[src/rtl/cpu_pkg.sv]
// -----------------------------------------------------------------------------
// cpu_pkg
// Shared constants and types for the 8-bit bus CPU control path.
//   - 4-bit instruction opcodes (IR upper nibble)
//   - ALU operation codes
//   - sequencer state enumeration
// -----------------------------------------------------------------------------
package cpu_pkg;

    localparam logic [3:0] OP_LDA = 4'b0000;
    localparam logic [3:0] OP_ADD = 4'b0001;
    localparam logic [3:0] OP_SUB = 4'b0010;
    localparam logic [3:0] OP_OUT = 4'b1110;
    localparam logic [3:0] OP_HLT = 4'b1111;

    localparam logic [3:0] ALU_ADD = 4'b0000;
    localparam logic [3:0] ALU_SUB = 4'b0001;

    typedef enum logic [2:0] {
        S_IDLE = 3'd0,
        S_T1   = 3'd1,
        S_T2   = 3'd2,
        S_T3   = 3'd3,
        S_T4   = 3'd4,
        S_T5   = 3'd5,
        S_T6   = 3'd6,
        S_HALT = 3'd7
    } seq_state_e;

endpackage

[src/rtl/ring_counter.sv]
// -----------------------------------------------------------------------------
// ring_counter
// One-hot T-state counter. Empty (all zero) while the sequencer is idle or
// halted; the first enabled step loads bit0, later steps rotate left and wrap
// from the top bit back to bit0.
// Ports:
//   clk    in   clock, rising edge
//   rst_n  in   asynchronous active-low reset (clears to zero)
//   i_en   in   advance one position
//   i_clr  in   synchronous clear to zero (wins over i_en)
//   o_q    out  one-hot position, bit0 = T1
// -----------------------------------------------------------------------------
module ring_counter #(
    parameter int WIDTH = 6
) (
    input  logic             clk,
    input  logic             rst_n,
    input  logic             i_en,
    input  logic             i_clr,
    output logic [WIDTH-1:0] o_q
);

    logic [WIDTH-1:0] r_q;

    always_ff @(posedge clk or negedge rst_n) begin
        if (!rst_n) begin
            r_q <= '0;
        end else if (i_clr) begin
            r_q <= '0;
        end else if (i_en) begin
            // Start from empty or wrap from the last T-state back to T1.
            if (r_q == '0 || r_q[WIDTH-1])
                r_q <= {{(WIDTH-1){1'b0}}, 1'b1};
            else
                r_q <= r_q << 1;
        end
    end

    assign o_q = r_q;

endmodule

[src/rtl/control_sequencer.sv]
// -----------------------------------------------------------------------------
// control_sequencer
// Steps each instruction through six fetch/execute T-states and decodes the
// IR opcode into bus load/send strobes.
// Ports:
//   clk, rst_n            clock, async active-low reset
//   run                   start/continue, sampled in IDLE and at end of T6
//   opcode[3:0]           IR upper nibble, decoded in T4..T6 only
//   pc_send .. out_load   single-bit bus strobes (combinational)
//   alu_op[3:0]           ALU operation, SUB only in SUB T6
//   tstate[5:0]           one-hot T1..T6, zero in IDLE/HALT
//   halted                high only in HALT
// -----------------------------------------------------------------------------
module control_sequencer
    import cpu_pkg::*;
#(
    parameter int T_STATES = 6
) (
    input  logic                clk,
    input  logic                rst_n,
    input  logic                run,
    input  logic [3:0]          opcode,
    output logic                pc_send,
    output logic                pc_inc,
    output logic                mar_load,
    output logic                ram_send,
    output logic                ir_load,
    output logic                ir_send,
    output logic                a_load,
    output logic                a_send,
    output logic                b_load,
    output logic                alu_send,
    output logic                out_load,
    output logic [3:0]          alu_op,
    output logic [T_STATES-1:0] tstate,
    output logic                halted
);

    seq_state_e r_state;
    seq_state_e w_next;
    logic       w_rc_en;

    // ---------------- state register ----------------
    always_ff @(posedge clk or negedge rst_n) begin
        if (!rst_n) r_state <= S_IDLE;
        else        r_state <= w_next;
    end

    // ---------------- next state ----------------
    always_comb begin
        w_next = r_state;
        unique case (r_state)
            S_IDLE: w_next = run ? S_T1 : S_IDLE;
            S_T1:   w_next = S_T2;
            S_T2:   w_next = S_T3;
            S_T3:   w_next = S_T4;
            S_T4:   w_next = (opcode == OP_HLT) ? S_HALT : S_T5;
            S_T5:   w_next = S_T6;
            S_T6:   w_next = run ? S_T1 : S_IDLE;
            S_HALT: w_next = S_HALT;
            default: w_next = S_IDLE;
        endcase
    end

    // The ring counter tracks the same T-state as r_state: it advances
    // whenever the next state is a T-state and empties on IDLE/HALT.
    assign w_rc_en = (w_next != S_IDLE) && (w_next != S_HALT);

    ring_counter #(.WIDTH(T_STATES)) u_ring (
        .clk   (clk),
        .rst_n (rst_n),
        .i_en  (w_rc_en),
        .i_clr (!w_rc_en),
        .o_q   (tstate)
    );

    // ---------------- output decode ----------------
    always_comb begin
        pc_send  = 1'b0;
        pc_inc   = 1'b0;
        mar_load = 1'b0;
        ram_send = 1'b0;
        ir_load  = 1'b0;
        ir_send  = 1'b0;
        a_load   = 1'b0;
        a_send   = 1'b0;
        b_load   = 1'b0;
        alu_send = 1'b0;
        out_load = 1'b0;
        alu_op   = ALU_ADD;
        halted   = 1'b0;
        unique case (r_state)
            S_T1: begin
                pc_send  = 1'b1;
                mar_load = 1'b1;
            end
            S_T2: pc_inc = 1'b1;
            S_T3: begin
                ram_send = 1'b1;
                ir_load  = 1'b1;
            end
            S_T4: begin
                if (opcode == OP_LDA || opcode == OP_ADD || opcode == OP_SUB) begin
                    ir_send  = 1'b1;
                    mar_load = 1'b1;
                end else if (opcode == OP_OUT) begin
                    a_send   = 1'b1;
                    out_load = 1'b1;
                end
            end
            S_T5: begin
                if (opcode == OP_LDA) begin
                    ram_send = 1'b1;
                    a_load   = 1'b1;
                end else if (opcode == OP_ADD || opcode == OP_SUB) begin
                    ram_send = 1'b1;
                    b_load   = 1'b1;
                end
            end
            S_T6: begin
                if (opcode == OP_ADD || opcode == OP_SUB) begin
                    alu_send = 1'b1;
                    a_load   = 1'b1;
                    alu_op   = (opcode == OP_SUB) ? ALU_SUB : ALU_ADD;
                end
            end
            S_HALT: halted = 1'b1;
            default: ;
        endcase
    end

endmodule

[config.mk]
export PLATFORM = sky130hd
export DESIGN_NAME = control_sequencer
export DESIGN_NICKNAME = d
export VERILOG_FILES = /design/src/rtl/cpu_pkg.sv /design/src/rtl/ring_counter.sv /design/src/rtl/control_sequencer.sv
export SDC_FILE = /design/constraint.sdc
export NUM_CORES = 1
export LEC_CHECK = 0
export ABC_AREA = 1
export CAP_MARGIN = 20
export CORE_AREA = 4 4 44 46
export DETAILED_ROUTE_END_ITERATION = 10
export DIE_AREA = 0 0 48 50
export PLACE_DENSITY = 0.78
export SLEW_MARGIN = 15
export SYNTH_ARGS = -nofsm -noshare
export SYNTH_HDL_FRONTEND = slang
export SYNTH_SLANG_ARGS = --single-unit
[constraint.sdc]
create_clock -name clk -period 2.9 [get_ports clk]
set_clock_uncertainty 0.1 [all_clocks]
set_input_delay 0.58 -clock clk [delete_from_list [all_inputs] [get_ports clk]]
set_output_delay 0.58 -clock clk [all_outputs]
set_load 0.05 [all_outputs]
* Word level (Yosys, flattened, before mapping)
Index checks and enable logic that the tools add are counted.
Widths: inputs -> output; s select.
** Operators by class
- Equality and inequality tests :: 12
- Reduce and logical (&&, ||, !) cells :: 10
- Mux-type cells :: 26
** Operators with widths (number)
- $pmux 3 s7 :: 1
- $mux 1 :: 19
- $eq 3x3->1 const B :: 4
- $mux 6 :: 2
- $eq 4x4->1 const B :: 2
- $eq 3x2->1 const B :: 2
- $logic_not 6->1 :: 1
- $pmux 1 s2 :: 3
- $eq 4x1->1 const B :: 1
- $eq 4x2->1 const B :: 1
- $logic_not 4->1 :: 1
- $logic_or 1x1->1 :: 4
- $eq 3x1->1 const B :: 1
- $logic_not 3->1 :: 1
- $ne 3x3->1 const B :: 1
- $reduce_bool 3->1 :: 1
- $mux 2 :: 1
- $reduce_or 2->1 :: 1
- $logic_and 1x1->1 :: 1
** Word-level totals
- Output and inout bits :: 22
- Word-level logic and storage cells :: 50
- Register bits :: 9
- Input bits :: 7

* Longest topological paths before layout
Gate-level depths: netlist of the first run.
- Word-level depth :: 6
- Mapped depth :: 10
- Depth with buffers taken out :: 9

* Cells and area by module
Synthesis of the first run repeated with hierarchy kept, for this count alone.
** Unflattened totals
- Cell total of the unflattened synthesis :: 102
- Area total of the unflattened synthesis :: 648.1 um2
** Modules (own cells, without submodules)
- control_sequencer :: seq. area each 75.1 um2, cells each 65, area an instance 360.3 um2, instances 1
- ring_counter :: seq. area each 150.1 um2, cells each 37, area an instance 287.8 um2, instances 1

* Worst setup path after synthesis of the first run
OpenSTA, ideal clock, no wires.
- Kind :: register -> output
- Start :: register r_state[1]
- End :: output port out_load
- Setup slack :: -5 ps
- Data required time :: 2220 ps
- Cell stages (with the launch flop) :: 7
- Arrival :: 2225 ps
- Buffers on the path :: 1
- Cell sequence :: dfrtp_1 -> inv_2 -> nand2_4 -> nor2_2 -> inv_1 -> nor3_1 -> buf_4
** Between the ends
- Cells in the longest elaborated chain, start to end :: 2
** RTL lines
- start: declaration :: line control_sequencer.sv:39 : seq_state_e r_state;
- start signal: assignment :: line control_sequencer.sv:46 : else r_state <= w_next;
- $eq 3x3->1
- $mux 1
- end: declaration :: line control_sequencer.sv:33 : output logic out_load,
Every way passes these cells.

* Worst setup path after layout of the first run
- Start :: input port opcode[0]
- End :: output port a_load
** Between the ends
- Cells in the longest elaborated chain, start to end :: 4
- Elaborated cells on any way between the ends :: 7
- Classes of those cells :: eq/ne: 2; mux: 3; reduce/logical: 2
** RTL lines
- start: declaration :: line control_sequencer.sv:22 : input logic [3:0] opcode,
- $eq 4x1->1 / $eq 4x2->1 (equally long branches) :: line control_sequencer.sv:121 : if (opcode == OP_ADD || opcode == OP_SUB) begin
- $logic_or 1x1->1 :: line control_sequencer.sv:121
- $mux 1 :: line control_sequencer.sv:121
- $pmux 1 s2 * :: line control_sequencer.sv:92 : unique case (r_state)
- end: declaration :: line control_sequencer.sv:29 : output logic a_load,
Mark *: on every way between the ends. The rest lies on a longest branch, timed or not.

==> results of run 1 <==
area by class of cell:
| class | count | area [µm²] |
|---|---|---|
| multi-input combinational | 62 | 322 |
| sequential | 9 | 225 |
| clock buffer | 4 | 26.3 |
| tap | 16 | 20.0 |
| timing repair buffer | 25 | 303 |
| inverter | 12 | 45.0 |
| fill | 131 | 566 |
kinds of logic (layout without fill, tap and decap cells):
kind of cell / after synthesis / in the layout / synth area share (%)
other: 1 / 3 / 0.608
buffers and inverters: 17 / 41 / 13.4
flip-flops: 9 / 9 / 36.5
AO/OA/AOI/OAI: 7 / 7 / 7.30
AND/OR/NAND/NOR: 52 / 52 / 42.2
cells in the mapped netlist, types with 2 or more instances:
cell type	count	area (µm²)
nand3_1	5	25.0
nand2_4	3	33.8
dfrtp_1	9	225
buf_4	5	37.5
nand2_1	18	67.6
o21ai_0	3	15.0
inv_2	4	15.0
inv_1	8	30.0
nor2_1	11	41.3
nor2_2	7	43.8
o22ai_1	2	12.5
nand2_2	6	37.5
layer usage:
layer	wire, µm	part of all wire, %	global-route usage [%]
met1	637	43	19.9
met2	745	50	19.8
met3	88	5.9	5.82
met4	12	0.81	4.48
met5	0	0	0
worst paths after layout:
kind / startpoint / end / cells past startpoint
worst max-delay path: opcode[0] / a_load / 7
worst min-delay path: u_ring.o_q[4] / u_ring.o_q[5] / 2
worst max register to register: r_state[2] / u_ring.o_q[4] / 8
worst min register to register: u_ring.o_q[4] / u_ring.o_q[5] / 2
max in group asynchronous: rst_n / u_ring.o_q[2] / 1
min in group asynchronous: rst_n / u_ring.o_q[5] / 1
stage by stage:
stage / instance area, µm² / util [%] / hold WS [ns] / worst slack, ns
detailed placement: 915 / 60.7 / 0.435 / 0.320
global route: 941 / 62.5 / 0.461 / 0.211
CTS: 941 / 62.5 / 0.436 / 0.314
floorplan: 629 / - / 0.184 / 0.00217
global placement: 915 / 60.7 / 0.423 / 0.373
finish: 941 / 62.5 / 0.435 / 0.296
tightest hold or removal path, delay by kind of cell (launching register included):
kind	cells	cell delay, ns
flip-flops	1	0.39
AND/OR/NAND/NOR	2	0.12
state kept, by name (all words and copies together) (netlist names):
signal	cells
u_ring.o_q	6
r_state	3
power breakdown:
part           internal, W  total [W]  switching, W
logic             0.000272   0.000810      0.000538
registers         0.000177   0.000245     0.0000676
clock network    0.0000529  0.0000947     0.0000418
==> reports/results.ini, run 1 <==
[global_routing]
grt_max_degree=10
grt_pass1_wl_mm=2.53
antenna_found_initial=0
grt_pass1_vias=559
grt_use_total_pct=14.3
overflow=0

[die]
ios=29
chipWidth_um=48
rows=14
die_h_um=50
dieArea_um2=2400
initial_utilization_pct=40.9
coreArea_um2=1510

[setup_path]
crit_chain=clkdlybuf4s50_1 > inv_1 > nand2_1 > inv_1 > o21ai_0 > o22ai_1 > buf_4
critPathArrivalTime_ns=1.92
max_stage_delay_ns=0.50
cp_top_family=buffers and inverters
start_kind=input port
cp_num_buf_inv=4
cp_max_fo=3
cp.required_ns=2.22
rrSetupSlack_ns=1.51
worst_path_max_delay_cell=clkdlybuf4s50_1
cp_common_cell=inv_1
critPathKind=input port to output port
end_kind=output port

[synth]
synth_ff_type=dfrtp_1
synth-edff-count=0
synthArstFlopShare_pct=100
ys_types=17
synth_area_per_cell_um2=7.17
yosysSeqAreaShare_pct=36.5
synthCells=86
ys_ff_latch=9
synth.cell_area_um2=617
yosysWarnings=0

[clock_tree]
clk_pin_slew_ns=0.06
post_cts_buffers=0
numCtsBuffers=3
cts_hold_buf=0
htree_levels=1
insertion_delay_ns=0.26
clock_path_buffers=2
cts_tree=yes
clock_sink_count=9
ctsResizeCount=0
ctsRootBufferMaster=clkbuf_4

[detailed_routing]
antenna_left=0
drtIter0Drc=15
post_drt_wl_per_cell_um=11.6
drt-vias-per-instance=4.76
wl_mm=1.48
num_vias=609
drc=0
first_pass_iters=4

[layout]
final_common_cell=nand2_1
n_antenna_cell=0
stdcell_count=128
final_cell_mix=nand2_1 (18), clkdlybuf4s50_1 (16), nor2_1 (11)
area_delta_synth_final_pct=52.5
drive_gt1_share_pct=31.3
num-nets-final=120

[run_status]
status=completed

[sta]
tns_ns=0
max_slew_margin_pct=65.5
finalSetupViolCount=0
slew_viol_final=0
period_share_pct=89.8
min_period_ns=2.60
hold_viol=0
fmax_mhz=384
worst_pin_slew_ns=0.516
rsz0062_at_grt=false

[place]
dp_cells=124
dp_hpwl_mm=1.23
portBuffers=25
place.gp.congestion=0.788

[power_and_ir_drop]
peakVddDrop_mv=0.616
powerDensity_nw_per_um2=1220
power_w=0.00115
power_leakage_nw=0.455

[job]
drv_cap=0

[hold_path]
hp-class=flop to flop

Power figures use the tool's default switching activity.
==> run 2, diff against run 1 <==
--- a/config.mk
+++ b/config.mk
@@ -6,6 +6,7 @@
 export NUM_CORES = 1
 export LEC_CHECK = 0
 export ABC_AREA = 1
+export ABC_CLOCK_PERIOD_IN_PS = 2900
 export CAP_MARGIN = 20
 export CORE_AREA = 4 4 44 46
 export DETAILED_ROUTE_END_ITERATION = 10
==> results of run 2 <==
No change in the layout: final DEF, timing and power equal those of run 1.
